File: src/rtl/mips_pkg.sv
// rtl/mips_pkg.sv - shared MIPS datapath types and widths
package mips_pkg;

  localparam int DIV_WIDTH = 32;

  typedef enum logic [1:0] {
    IDLE = 2'd0,
    RUN  = 2'd1,
    FIX  = 2'd2,
    DONE = 2'd3
  } div_state_t;

endpackage

File: src/rtl/div_unit.sv
// rtl/div_unit.sv - radix-2 restoring divider, signed/unsigned, one quotient bit per clock
module div_unit
  import mips_pkg::*;
#(
  parameter int WIDTH = DIV_WIDTH
) (
  input  logic             clk,
  input  logic             rst,
  input  logic             start,
  input  logic             is_signed,
  input  logic [WIDTH-1:0] dividend,
  input  logic [WIDTH-1:0] divisor,
  output logic             busy,
  output logic             done,
  output logic [WIDTH-1:0] quotient,
  output logic [WIDTH-1:0] remainder,
  output logic             div_by_zero
);

  localparam int CW = $clog2(WIDTH + 1);

  div_state_t       state;
  logic [CW-1:0]    count;
  logic             sign_mode;
  logic             dvd_neg;
  logic             dvs_neg;
  logic             dvs_zero;
  logic [WIDTH-1:0] dvs_mag;
  logic [WIDTH-1:0] rem_q;
  logic [WIDTH-1:0] quo_q;

  logic [WIDTH:0]   shifted;
  logic [WIDTH+1:0] trial;
  logic             take;
  logic [WIDTH-1:0] rem_step;
  logic [WIDTH-1:0] quo_step;
  logic [WIDTH-1:0] dvd_mag_in;
  logic [WIDTH-1:0] dvs_mag_in;
  logic [WIDTH-1:0] q_fix;
  logic [WIDTH-1:0] r_fix;

  // quo_q starts as the dividend magnitude and shifts its bits into the remainder
  always_comb begin
    shifted    = {rem_q, quo_q[WIDTH-1]};
    trial      = {1'b0, shifted} - {2'b00, dvs_mag};
    take       = ~trial[WIDTH+1];
    rem_step   = take ? trial[WIDTH-1:0] : shifted[WIDTH-1:0];
    quo_step   = {quo_q[WIDTH-2:0], take};
    dvd_mag_in = (is_signed && dividend[WIDTH-1]) ? -dividend : dividend;
    dvs_mag_in = (is_signed && divisor[WIDTH-1]) ? -divisor : divisor;
    q_fix      = (sign_mode && (dvd_neg ^ dvs_neg)) ? -quo_q : quo_q;
    r_fix      = (sign_mode && dvd_neg) ? -rem_q : rem_q;
  end

  assign busy = (state == RUN) || (state == FIX);
  assign done = (state == DONE);

  always_ff @(posedge clk) begin
    if (rst) begin
      state       <= IDLE;
      count       <= '0;
      sign_mode   <= 1'b0;
      dvd_neg     <= 1'b0;
      dvs_neg     <= 1'b0;
      dvs_zero    <= 1'b0;
      dvs_mag     <= '0;
      rem_q       <= '0;
      quo_q       <= '0;
      quotient    <= '0;
      remainder   <= '0;
      div_by_zero <= 1'b0;
    end else begin
      case (state)
        IDLE: begin
          if (start) begin
            state     <= RUN;
            sign_mode <= is_signed;
            dvd_neg   <= is_signed & dividend[WIDTH-1];
            dvs_neg   <= is_signed & divisor[WIDTH-1];
            dvs_zero  <= (divisor == '0);
            dvs_mag   <= dvs_mag_in;
            rem_q     <= '0;
            quo_q     <= dvd_mag_in;
            count     <= CW'(WIDTH);
          end
        end
        RUN: begin
          rem_q <= rem_step;
          quo_q <= quo_step;
          count <= count - CW'(1);
          if (count == CW'(1)) state <= FIX;
        end
        FIX: begin
          quotient    <= q_fix;
          remainder   <= r_fix;
          div_by_zero <= dvs_zero;
          state       <= DONE;
        end
        DONE:    state <= IDLE;
        default: state <= IDLE;
      endcase
    end
  end

endmodule

File: config.mk
export PLATFORM = sky130hd
export DESIGN_NAME = div_unit
export DESIGN_NICKNAME = d
export VERILOG_FILES = /design/src/rtl/mips_pkg.sv /design/src/rtl/div_unit.sv
export SDC_FILE = /design/constraint.sdc
export NUM_CORES = 1
export LEC_CHECK = 0
export CAP_MARGIN = 20
export CORE_UTILIZATION = 49
export CTS_CLUSTER_SIZE = 14
export DETAILED_ROUTE_END_ITERATION = 8
export HOLD_SLACK_MARGIN = 0.05
export MAX_ROUTING_LAYER = met4
export PLACE_DENSITY_LB_ADDON = 0.2
export SYNTH_ARGS = -nofsm -noshare
export SYNTH_HDL_FRONTEND = slang
export SYNTH_SLANG_ARGS = --single-unit
File: constraint.sdc
create_clock -name clk -period 3.9 [get_ports clk]
set_clock_uncertainty 0.15 [all_clocks]
set_input_delay 0.78 -clock clk [delete_from_list [all_inputs] [get_ports clk]]
set_output_delay 0.78 -clock clk [all_outputs]
set_load 0.05 [all_outputs]
### Word-level counts from Yosys, hierarchy flattened

Index checks and enable logic that the tools add are counted.

* flip-flop bits (word level): 173
* input port bits: 68
* output and inout port bits: 67
* logic and storage cells: 53

* $add $sub $neg: 6
* equal/unequal tests: 6
* muxes and demuxes: 14
* bitwise operators: 4
* reduce and logical (&&, ||, !) cells: 11

Operator list (count)
* $mux 32: 7
* $neg 32->32: 4
* $pmux 32 s2: 2
* $sub 33x32->34: 1
* $logic_not 32->1: 1
* $pmux 6 s2: 1
* $pmux 2 s4: 1
* $eq 6x1->1 const B: 1
* $mux 6: 1
* $reduce_and 2->1: 3
* $sub 6x1->6 const B: 1
* $eq 2x2->1 const B: 2
* $logic_and 1x1->1: 4
* $mux 2: 2
* $and 1x1->1: 2
* $eq 2x1->1 const B: 1
* $logic_not 2->1: 1
* $ne 2x1->1 const B: 1
* $ne 2x2->1 const B: 1
* $reduce_bool 2->1: 1
* $logic_or 1x1->1: 1
* $not 1->1: 1
* $xor 1x1->1: 1

### Logic depth before layout (Yosys ltp)

* depth after elaboration: 4
* gate-level depth with buffers: 13

### Worst setup path before layout

No wires, ideal clock.

* path type: input -> register
* start: in dividend[8]
* end: reg quo_q[15]
* library setup time: 0.115 ns
* data arrival time: 2.660 ns
* data required time: 3.635 ns
* path slack: 0.976 ns
* stages: 6
* cells stage by stage: or4_4 -> or4_4 -> nor3_4 -> a21oi_1 -> xnor2_1 -> a2111oi_0

* cells in the longest elaborated chain, start to end: 4

Ends and longest elaborated chain
* from (decl): RTL line div_unit.sv:11 `input logic [WIDTH-1:0] dividend,`
* $neg 32->32: RTL line div_unit.sv:49 `dvd_mag_in = (is_signed && dividend[WIDTH-1]) ? -dividend : dividend;`
* $mux 32: RTL line div_unit.sv:49
* $mux 32: RTL line div_unit.sv:75 `if (start) begin`
* $pmux 32 s2: RTL line div_unit.sv:73 `case (state)`
* to (signal assigned): RTL line div_unit.sv:83 `quo_q <= dvd_mag_in;`
* to (signal assigned): RTL line div_unit.sv:89 `quo_q <= quo_step;`
* to (decl): RTL line div_unit.sv:30 `logic [WIDTH-1:0] quo_q;`

No other way between the ends. The select of a mux whose other input is x is not followed.
A chain may end at the register's enable or synchronous reset.

### Worst setup path after layout

* start: reg dvs_mag[0]
* end: reg rem_q[28]

* cells in the longest elaborated chain, start to end: 3

Ends and longest elaborated chain
* from (decl): RTL line div_unit.sv:28 `logic [WIDTH-1:0] dvs_mag;`
* from (signal assigned): RTL line div_unit.sv:81 `dvs_mag <= dvs_mag_in;`
* $sub 33x32->34: RTL line div_unit.sv:45 `trial = {1'b0, shifted} - {2'b00, dvs_mag};`
* $mux 32: RTL line div_unit.sv:47 `rem_step = take ? trial[WIDTH-1:0] : shifted[WIDTH-1:0];`
* $pmux 32 s2: RTL line div_unit.sv:73
* to (signal assigned): RTL line div_unit.sv:88 `rem_q <= rem_step;`
* to (decl): RTL line div_unit.sv:29 `logic [WIDTH-1:0] rem_q;`

No other way between the ends.

==> flow_summary.toml <==
[yosys]
ys.flop_type = "dfxtp_1"
synth_xor_area_share_pct = 9.56
syn_avg_cell_area_um2 = 7.69
synthTopCellsByArea = "dfxtp_1, nand2_1, nor2_1, xnor2_1, a211oi_1"
synth_top_area_share_pct = 31.0
synth_nets = 1565
yosysWarnings = 0
synth.area.mux_share_pct = 0.896
yosysTopAreaCell = "dfxtp_1"
syn_inst = 1454
synth_async_sr_flop_share_pct = 0
synth_fa_ha_area_share_pct = 4.88
ys_types = 74
ys_seq_elements = 173
netlist_area_um2 = 11200
synth_edf_count = 0
synth_simple_gate_area_share_pct = 22.9
synth_top_family_by_area = "compound AO/OA/AOI/OAI gates"
synth_compound_area_share_pct = 25.7
ys_seq_area_share_pct = 31.0

[worst_setup_path]
max_stage_delay_ns = 0.46
cp_slowest_cell = "o41a_1"
startpoint_type = "register"
end_kind = "register"
crit_fanout = 4
path_cells = "ha_1, inv_1, fa_1, a211oi_1, o21a_1, a211o_1, a21oi_1, o41a_1, a2111oi_0, nor3_1, o221ai_1"
crit_arrival_ns = 3.59
crit_type = "reg -> reg"
cp.required_ns = 4.11

[detailed_routing]
drtPass1Iterations = 5
vias_per_cell = 5.82
drcViolationCount = 0
dr_total_vias = 10700
first_iter_violations = 830
wl_per_cell_um = 16.3
routed_wl_um = 30000
ant_nets = 0

[clock_tree]
cts_tree = "yes"
clk_latency_ns = 0.44
cts-root-buf = "clkbuf_16"
cts_resized = 0
cts_sinks = 173
holdBufCountCts = 0
clk_pin_slew_ns = 0.07
clock_path_buffers = 2
cts_setup_buffers = 0
cts_htree_levels = 4
numCtsBuffers = 17

[global_route]
grt_first_pass_wirelength_um = 48800
grt.overflow.total = 0
antenna_found_initial = 0
grt_usage_pct = 26.4
grt_pass1_vias = 9242
grt_max_degree = 71

[outcome]
status = "complete, no violations"

[power_and_ir_drop]
vdd_drop_max_uv = 564
power.internal_mw = 4.83
p_sw_mw = 4.03
power.leakage_nw = 4.84
swShare_pct = 45.4
p_clk_share_pct = 21.3
power_density_nw_per_um2 = 661
seqPwrFrac_pct = 30.4
p_total_mw = 8.86
power_frac_comb_pct = 48.4

[sta]
finalHoldViolCount = 0
tns_ns = 0
rsz0062_at_grt = "no"
fmax_ghz = 0.296
finalCriticalPeriod_ns = 3.38
slew_headroom_pct = 28.3
worst_slew_pin_slew_ns = 1.07
finalSetupViolCount = 0
final.period_utilization_pct = 86.7
drv_slew = 0

[job]
max_cap_viol_count = 0

[cells_and_area]
layout_common_cells = "nand2_1, dfxtp_1, nor2_1, clkdlybuf4s50_1, a21oi_1"
drive_gt1_share_pct = 5.59
area_growth_pct = 19.9
fillCellCount = 2000
final_area_um2 = 13400
antennaDiodeCount = 0
nNetsFinal = 1654
mostFrequentLayoutCell = "nand2_1"

[floorplanning]
rows = 54
start_util_pct = 50.6
pin_count = 135
die_x_um = 153
die-area_um2 = 23400
core_area_um2 = 22100
die_h_um = 153

[place]
dp_hpwl_um = 22300
gp_congestion = 0.916
io_buffers = 134
place_area_um2 = 12700

[worst_hold_path]
hold_class = "reg -> reg"
-- worst max-delay path, delay by kind of cell, from the launching register on --
| kind | cells | cell delay [ns] |
|---|---|---|
| and+or+nand+nor | 1 | 0.13 |
| AOI/OAI and AO/OA | 7 | 1.90 |
| adders and majority gates | 2 | 0.64 |
| buffers and inverters | 1 | 0.07 |
| DFF | 1 | 0.42 |
-- metrics by stage --
stage                     instances  hold slack (ns)  utilization [%]  setup slack (ns)
after floorplan                1454            0.282                -             0.976
after global placement         1804            0.294             57.7             0.330
after detailed placement       1804            0.320             57.7             0.270
after CTS                      1836            0.328             60.6             0.541
after global routing           1836            0.355             60.6             0.214
final                          1836            0.321             60.6             0.517
-- area by class of cell --
class | count | area (µm²) | area share [%]
multi-input cells | 1135 | 7170 | 53.5
flip-flops and latches | 173 | 3460 | 25.9
clock inverters | 15 | 218 | 1.63
repair buffers | 160 | 1560 | 11.6
clock buffers | 17 | 425 | 3.18
inverters | 56 | 210 | 1.57
well taps | 280 | 350 | 2.62
-- sequential cells by signal, summed over array words and instances, names as in the netlist --
name / flops
remainder: 32
quotient: 32
div_by_zero: 1
quo_q: 32
dvs_neg: 1
rem_q: 32
dvs_zero: 1
state: 2
dvs_mag: 32
sign_mode: 1
count: 6
dvd_neg: 1
-- routing by layer --
metal / wire length (µm) / GRT usage [%] / share of wire, % / vias to the layer above
met1: 15300 / 40.1 / 51 / 4892
met2: 12200 / 36.2 / 41 / 336
met3: 2170 / 3.60 / 7.3 / 20
li1: - / - / - / 5440
met4: 285 / 6.16 / 0.95 / 0
met5: 0 / - / 0 / -
-- synth_stat cells (all sizes together), types with 3 or more instances --
master   instances
and2            16
a21boi           4
inv             56
dfxtp          173
a21o            19
o21ai           72
or4              8
nand2b           4
a311oi          20
clkbuf          79
o41ai            8
xnor2           65
nand4           24
nor4            17
a31oi           19
a221oi           3
and3            14
nor3            46
xor2            57
nor2           162
or2              4
or3             27
a32o             3
a2111oi          6
nand3           23
nor3b            4
a311o            3
mux2i           10
o211ai          37
o31a             3
buf             11
nand2          174
a21oi          102
o21a            13
ha              42
a211oi          74
nor2b           10
o31ai           15
-- cells by family (layout without fill, tap and decap cells) --
| kind of cell | count (synthesis) | in the layout |
|---|---|---|
| buffers and inverters | 146 | 248 |
| AO/OA/AOI/OAI | 421 | 421 |
| multiplexers | 10 | 10 |
| flip-flops | 173 | 173 |
| adder cells (fa/ha/maj) | 43 | 43 |
| AND/OR/NAND/NOR | 539 | 539 |
| XOR/XNOR | 122 | 122 |
-- power by group through the flow --
| stage | sequential (mW) | combinational (mW) | clock (mW) |
|---|---|---|---|
| floorplan | 3.29 | 2.45 | 0 |
| global placement | 2.70 | 4.21 | 0 |
| detailed placement | 2.71 | 4.24 | 0 |
| CTS | 2.68 | 4.27 | 1.90 |
| global route | 2.75 | 4.69 | 1.97 |
| finish | 2.69 | 4.29 | 1.88 |
-- final timing paths --
check	start	endpoint	slack, ns	cells after the start
max	dvs_mag[0]	rem_q[28]	0.52	11
min	dvs_mag[31]	dvs_mag[31]	0.32	2
max reg2reg	dvs_mag[0]	rem_q[28]	0.52	11
min reg2reg	dvs_mag[31]	dvs_mag[31]	0.32	2
(Power assumes the default switching activity.)
